[config.mk]
export PLATFORM = sky130hd
export DESIGN_NAME = control_part5_flat
export DESIGN_NICKNAME = d
export VERILOG_FILES = /design/src/rtl/control_part5_if.sv /design/src/rtl/control_part5.sv /design/src/flat_wrapper.sv
export SDC_FILE = /design/constraint.sdc
export NUM_CORES = 1
export LEC_CHECK = 0
export ABC_AREA = 1
export CAP_MARGIN = 5
export CORE_ASPECT_RATIO = 1.25
export CORE_MARGIN = 2
export CORE_UTILIZATION = 56
export CTS_CLUSTER_DIAMETER = 200
export DETAILED_ROUTE_END_ITERATION = 10
export GPL_TIMING_DRIVEN = 1
export PLACE_DENSITY = 0.88
export SKIP_LAST_GASP = 1
export SLEW_MARGIN = 30
export SYNTH_ARGS = -nofsm -noshare
export SYNTH_HDL_FRONTEND = slang
export SYNTH_SLANG_ARGS = --single-unit
[constraint.sdc]
create_clock -name clk -period 3.8 [get_ports clk]
set_input_delay 0.38 -clock clk [delete_from_list [all_inputs] [get_ports clk]]
set_output_delay 0.38 -clock clk [all_outputs]
set_load 0.005 [all_outputs]
[src/rtl/control_part5_if.sv]
`default_nettype none
// ----------------------------------------------------------------------------
// control_part5_if : load/result handshake and bank-control bundle
// Rev 1.0
// ----------------------------------------------------------------------------
interface control_part5_if #(
  parameter int N     = 8,
  parameter int LANES = 2
);
  localparam int K    = N / LANES;
  localparam int AW_W = $clog2(N * K);
  localparam int AW_X = (K > 1) ? $clog2(K) : 1;
  localparam int RW   = $clog2(N);

  logic             input_valid;
  logic             input_ready;
  logic             new_matrix;
  logic             output_ready;
  logic             output_valid;
  logic             output_last;
  logic [RW-1:0]    out_row;
  logic [AW_W-1:0]  addr_w;
  logic [LANES-1:0] wr_en_w;
  logic [AW_X-1:0]  addr_x;
  logic [LANES-1:0] wr_en_x;
  logic             en_reg_mult;
  logic             en_acc;
  logic             clear_acc;

  modport master (
    input  input_valid, new_matrix, output_ready,
    output input_ready, output_valid, output_last, out_row,
           addr_w, wr_en_w, addr_x, wr_en_x,
           en_reg_mult, en_acc, clear_acc
  );

  modport slave (
    output input_valid, new_matrix, output_ready,
    input  input_ready, output_valid, output_last, out_row,
           addr_w, wr_en_w, addr_x, wr_en_x,
           en_reg_mult, en_acc, clear_acc
  );
endinterface
`default_nettype wire

[src/rtl/control_part5.sv]
`default_nettype none
// ----------------------------------------------------------------------------
// control_part5 : load / issue / drain / send sequencer for a banked MAC array
// Rev 1.0
// ----------------------------------------------------------------------------
module control_part5 #(
  parameter int N     = 8,
  parameter int LANES = 2,
  parameter int PIPE  = 5
) (
  input  logic            clk,
  input  logic            rst,
  control_part5_if.master bus_io
);
  localparam int K    = N / LANES;
  localparam int AW_W = $clog2(N * K);
  localparam int AW_X = (K > 1) ? $clog2(K) : 1;
  localparam int RW   = $clog2(N);
  localparam int BW   = $clog2(N * N);
  localparam int DW   = $clog2(PIPE + 1);
  localparam int PW   = PIPE - 1;

  localparam logic [BW-1:0]   W_LAST = BW'(N * N - 1);
  localparam logic [BW-1:0]   X_LAST = BW'(N - 1);
  localparam logic [AW_X-1:0] K_LAST = AW_X'(K - 1);
  localparam logic [RW-1:0]   R_LAST = RW'(N - 1);
  localparam logic [DW-1:0]   D_LAST = DW'(PIPE - 1);

  typedef enum logic [2:0] {
    S_IDLE   = 3'd0,
    S_LOAD_W = 3'd1,
    S_LOAD_X = 3'd2,
    S_ISSUE  = 3'd3,
    S_DRAIN  = 3'd4,
    S_SEND   = 3'd5
  } state_t;

  state_t           state_q;
  logic [BW-1:0]    beat_q;
  logic [AW_X-1:0]  k_q;
  logic [RW-1:0]    r_q;
  logic [DW-1:0]    dcnt_q;
  logic [PW-1:0]    pipe_q;

  logic             running;
  logic             ready;
  logic             accept;
  logic             load_w;
  logic             load_x;
  logic             issue;
  logic             send;
  logic             handshake;
  logic [BW-1:0]    beat_addr;
  logic [LANES-1:0] bank;

  // The first beat in IDLE is already a real write, so its target bank
  // follows new_matrix on that same cycle.
  always_comb begin
    running   = ~rst;
    ready     = running && (state_q == S_IDLE || state_q == S_LOAD_W ||
                            state_q == S_LOAD_X);
    accept    = ready && bus_io.input_valid;
    load_w    = accept && (state_q == S_LOAD_W ||
                           (state_q == S_IDLE && bus_io.new_matrix));
    load_x    = accept && (state_q == S_LOAD_X ||
                           (state_q == S_IDLE && !bus_io.new_matrix));
    issue     = (state_q == S_ISSUE);
    send      = (state_q == S_SEND);
    handshake = send && bus_io.output_ready;
    beat_addr = beat_q / BW'(LANES);
    bank      = LANES'(1) << (beat_q % BW'(LANES));
  end

  assign bus_io.input_ready  = ready;
  assign bus_io.wr_en_w      = load_w ? bank : '0;
  assign bus_io.wr_en_x      = load_x ? bank : '0;
  assign bus_io.addr_w       = issue ? (AW_W'(r_q) * AW_W'(K) + AW_W'(k_q))
                             : (state_q == S_IDLE || state_q == S_LOAD_W) ? AW_W'(beat_addr)
                             : '0;
  assign bus_io.addr_x       = issue ? k_q
                             : (state_q == S_IDLE || state_q == S_LOAD_X) ? AW_X'(beat_addr)
                             : '0;
  assign bus_io.en_reg_mult  = issue;
  assign bus_io.en_acc       = pipe_q[PW-1];
  assign bus_io.clear_acc    = running && (state_q == S_IDLE || handshake);
  assign bus_io.output_valid = send;
  assign bus_io.output_last  = send && (r_q == R_LAST);
  assign bus_io.out_row      = r_q;

  always_ff @(posedge clk or posedge rst) begin
    if (rst) begin
      state_q <= S_IDLE;
      beat_q  <= '0;
      k_q     <= '0;
      r_q     <= '0;
      dcnt_q  <= '0;
    end else begin
      case (state_q)
        S_IDLE: begin
          if (accept) begin
            beat_q  <= BW'(1);
            state_q <= bus_io.new_matrix ? S_LOAD_W : S_LOAD_X;
          end
        end
        S_LOAD_W: begin
          if (accept) begin
            if (beat_q == W_LAST) begin
              beat_q  <= '0;
              state_q <= S_LOAD_X;
            end else begin
              beat_q <= beat_q + BW'(1);
            end
          end
        end
        S_LOAD_X: begin
          if (accept) begin
            if (beat_q == X_LAST) begin
              beat_q  <= '0;
              k_q     <= '0;
              state_q <= S_ISSUE;
            end else begin
              beat_q <= beat_q + BW'(1);
            end
          end
        end
        S_ISSUE: begin
          if (k_q == K_LAST) begin
            k_q     <= '0;
            dcnt_q  <= '0;
            state_q <= S_DRAIN;
          end else begin
            k_q <= k_q + AW_X'(1);
          end
        end
        S_DRAIN: begin
          if (dcnt_q == D_LAST) begin
            dcnt_q  <= '0;
            state_q <= S_SEND;
          end else begin
            dcnt_q <= dcnt_q + DW'(1);
          end
        end
        S_SEND: begin
          if (bus_io.output_ready) begin
            if (r_q == R_LAST) begin
              r_q     <= '0;
              state_q <= S_IDLE;
            end else begin
              r_q     <= r_q + RW'(1);
              k_q     <= '0;
              state_q <= S_ISSUE;
            end
          end
        end
        default: begin
          state_q <= S_IDLE;
        end
      endcase
    end
  end

  // Accumulate strobe trails the multiplier-register strobe by PIPE-1 cycles.
  always_ff @(posedge clk or posedge rst) begin
    if (rst) begin
      pipe_q <= '0;
    end else begin
      pipe_q <= (pipe_q << 1) | PW'(issue);
    end
  end

endmodule
`default_nettype wire

[src/flat_wrapper.sv]
// flat-port wrapper written by rule: the top's interface ports become plain ports
module control_part5_flat 
#(
  parameter int N     = 8,
  parameter int LANES = 2,
  parameter int PIPE  = 5
)
  (clk, rst, bus_io_input_valid, bus_io_new_matrix, bus_io_output_ready, bus_io_input_ready, bus_io_output_valid, bus_io_output_last, bus_io_out_row, bus_io_addr_w, bus_io_wr_en_w, bus_io_addr_x, bus_io_wr_en_x, bus_io_en_reg_mult, bus_io_en_acc, bus_io_clear_acc);
  control_part5_if #(.N(N), .LANES(LANES)) bus_io_i ();
  input  logic clk;
  input  logic rst;
  input wire logic [$bits(bus_io_i.input_valid)-1:0] bus_io_input_valid;
  input wire logic [$bits(bus_io_i.new_matrix)-1:0] bus_io_new_matrix;
  input wire logic [$bits(bus_io_i.output_ready)-1:0] bus_io_output_ready;
  output wire logic [$bits(bus_io_i.input_ready)-1:0] bus_io_input_ready;
  output wire logic [$bits(bus_io_i.output_valid)-1:0] bus_io_output_valid;
  output wire logic [$bits(bus_io_i.output_last)-1:0] bus_io_output_last;
  output wire logic [$bits(bus_io_i.out_row)-1:0] bus_io_out_row;
  output wire logic [$bits(bus_io_i.addr_w)-1:0] bus_io_addr_w;
  output wire logic [$bits(bus_io_i.wr_en_w)-1:0] bus_io_wr_en_w;
  output wire logic [$bits(bus_io_i.addr_x)-1:0] bus_io_addr_x;
  output wire logic [$bits(bus_io_i.wr_en_x)-1:0] bus_io_wr_en_x;
  output wire logic [$bits(bus_io_i.en_reg_mult)-1:0] bus_io_en_reg_mult;
  output wire logic [$bits(bus_io_i.en_acc)-1:0] bus_io_en_acc;
  output wire logic [$bits(bus_io_i.clear_acc)-1:0] bus_io_clear_acc;
  assign bus_io_i.input_valid = bus_io_input_valid;
  assign bus_io_i.new_matrix = bus_io_new_matrix;
  assign bus_io_i.output_ready = bus_io_output_ready;
  assign bus_io_input_ready = bus_io_i.input_ready;
  assign bus_io_output_valid = bus_io_i.output_valid;
  assign bus_io_output_last = bus_io_i.output_last;
  assign bus_io_out_row = bus_io_i.out_row;
  assign bus_io_addr_w = bus_io_i.addr_w;
  assign bus_io_wr_en_w = bus_io_i.wr_en_w;
  assign bus_io_addr_x = bus_io_i.addr_x;
  assign bus_io_wr_en_x = bus_io_i.wr_en_x;
  assign bus_io_en_reg_mult = bus_io_i.en_reg_mult;
  assign bus_io_en_acc = bus_io_i.en_acc;
  assign bus_io_clear_acc = bus_io_i.clear_acc;
  control_part5 #(.N(N), .LANES(LANES), .PIPE(PIPE)) u_core (.clk(clk), .rst(rst), .bus_io(bus_io_i));
endmodule
==> metrics.cfg <==
[power_and_ir_drop]
swShare = 0.4812
power_frac_seq = 0.345
p_clk_frac = 0.090
pwr-share-comb = 0.566
p_switching_mw = 0.6097
p_int_mw = 0.6574
ir_worst_vdd_mv = 0.4193
power_density_nw_per_um2 = 731.8
p_total_mw = 1.267
leakage_nw = 0.7989

[yosys]
synth-main-ff-cell = dfrtp_1
synthMuxAreaShare = 0.006903
synth_top_family_by_area = simple AND/OR/NAND/NOR gates
syn_area_um2 = 1450
yosys.area_share.simple = 0.3374
synth_seq_cells = 21
synth_compound_area_frac = 0.1294
async_flop_share = 1.000
synth_edf_count = 0
synth_top_cell_by_area = dfrtp_1
synth_top_cells_by_count = 35 x nand2_1, 24 x inv_1, 21 x dfrtp_1
synthCells = 176
synth_fa_ha_area_frac = 0.05177
synth_nets = 187
ys_warn_count = 0
ys_types = 31
synth_area_per_cell_um2 = 8.239
seq_area_frac_synth = 0.3624
yosysMostFrequentCell = nand2_1
synth-xor-area-share = 0.006040
synth_area_leaders = dfrtp_1 36%, nand2_1 9.1%, inv_1 6.2%
netlist.area_leader.share = 0.3624

[worst_setup_path]
path_class = reg2out
rrSetupSlack_ns = 2.16
cp.arrival_ns = 2.27
crit_path_start = u_core.state_q[0]
cp.required_ns = 3.42
start_kind = flop
r2r_end = u_core.state_q[2]
path_max_fanout = 10
worst_setup_path_end_kind = output pin
r2r_start = u_core.beat_q[0]
reg2reg_depth = 10

[grt]
grt_pass1_wl_um = 5623
first_global_vias = 1221
grt_usage = 0.2472
grt_max_degree = 23
antenna_found_initial = 0
overflow = 0

[hold_path]
min_path_cells = 0
hp-class = reg2reg
hold_start = u_core.pipe_q[0]
min_to = u_core.pipe_q[1]

[timing]
final.setup_skew_ns = 0.008473
maxClockFrequency_mhz = 376.7
setup_violations = 0
slew_violations = 0
setup_tns_ns = 0
hold_slack_ns = 0.3695
finalWorstSetupSlack_ns = 1.145
hold_violations = 0
post-route-period-util = 0.6986
grt_setup_unrepaired = no
relSlewSlack = 0.5998
period_needed_ns = 2.655
worst_pin_slew_ns = 0.6003

[job]
drv_cap = 0

[layout]
final_nets = 214
final_area_um2 = 1732
layout-drive-gt1-share = 0.1683
syn2layout_area_growth_pct = 19.41
n_antenna_cell = 0
fill_cells = 215

[clocking]
htree_num_levels = 1
numCtsBuffers = 3
clk_latency_ns = 0.31
clockBufferDepth = 2
cts_sinks = 21
cts_root_buf = clkbuf_4
clk_pin_slew_ns = 0.13
cts_tree = done
postCtsSetupRepairBufs = 0
ctsHoldBuffers = 0
post_cts_resized = 0

[routing]
drtPass1Iterations = 5
routedWlPerCell_um = 14.08
via_count = 1270
drc = 0
drt_iter0_drc = 52
via_per_inst = 5.404
antenna_left = 0
drt-total-wl_um = 3309

[place]
place_ws_ns = 1.289
gp_congestion = 0.9247
port_buffers = 24
placed_area_um2 = 1705
place_hpwl_um = 2542

[die]
rows = 20
die_h_um = 60.90
core-area_um2 = 2452
dieArea_um2 = 3015
start_util = 0.5913
pin_count = 25
die_x_um = 49.52

[status]
outcome = finished, final reports clean

-- worst max path at each step --
stage,endpoint,slack [ns],cells past startpoint
6_report,bus_io_wr_en_w[1],1.15,6
5_1_grt,bus_io_clear_acc,1.02,5
4_1_cts,bus_io_wr_en_w[1],1.16,6
3_5_place_dp,bus_io_wr_en_w[1],1.29,6
3_3_place_gp,bus_io_wr_en_w[0],1.40,6
2_1_floorplan,bus_io_wr_en_w[0],1.89,5
-- layout by cell type, fill, tap and decap left out, types with 4 or more instances in the layout --
cell,count
nand3_1,10
inv_1,24
nand2_1,35
dfrtp_1,21
nor2_1,13
a21oi_1,5
o22ai_1,7
nand2_2,5
clkdlybuf4s50_1,24
ha_1,6
inv_2,4
o21ai_1,9
nor2_4,7
-- power by group through the flow --
stage	Clock, mW	Sequential, mW	Combinational (mW)
4_1_cts	0.112	0.435	0.718
2_1_floorplan	0	0.361	0.576
5_1_grt	0.120	0.449	0.800
3_5_place_dp	0	0.437	0.714
3_3_place_gp	0	0.433	0.686
6_report	0.113	0.437	0.717
-- worst max-delay path: stages (launching register included) --
cell	delay [ns]
dfrtp_1	0.62
nand2_2	0.20
nand4_4	0.16
inv_2	0.18
o211ai_1	0.12
nor2_1	0.15
clkdlybuf4s50_1	0.54
-- through the flow --
step                utilization  cells
CTS                      0.7061    235
finish                   0.7061    235
global route             0.7061    235
floorplan                     -    176
detailed placement       0.6954    231
global placement         0.6954    231
-- cell type report --
type / count / area (um^2) / area share
Multi-Input combinational cell: 122 / 770.7 / 0.4451
Sequential cell: 21 / 525.5 / 0.3035
Tap cell: 33 / 41.29 / 0.02384
Timing Repair Buffer: 25 / 247.7 / 0.1431
Clock buffer: 4 / 26.28 / 0.01517
Inverter: 30 / 120.1 / 0.06936
-- sequential cells by signal (all words and copies together) (netlist names) --
register,count
u_core.dcnt_q,3
u_core.beat_q,6
u_core.state_q,3
u_core.k_q,2
u_core.pipe_q,4
u_core.bus_io.out_row,3
-- routing by layer --
layer,track usage,part of all wire,up-vias
met4,0.08333,0.012,0
met5,0,0,-
met2,0.4537,0.50,40
met1,0.3058,0.44,595
li1,-,-,630
met3,0.02956,0.050,5
-- cell families after synthesis --
group | after synthesis
simple gates | 84
buf+inv | 33
compound gates | 30
flops | 21
fa+ha+maj | 6
xor+xnor | 1
mux | 1
Note: power is estimated with default switching activity, not from simulation.
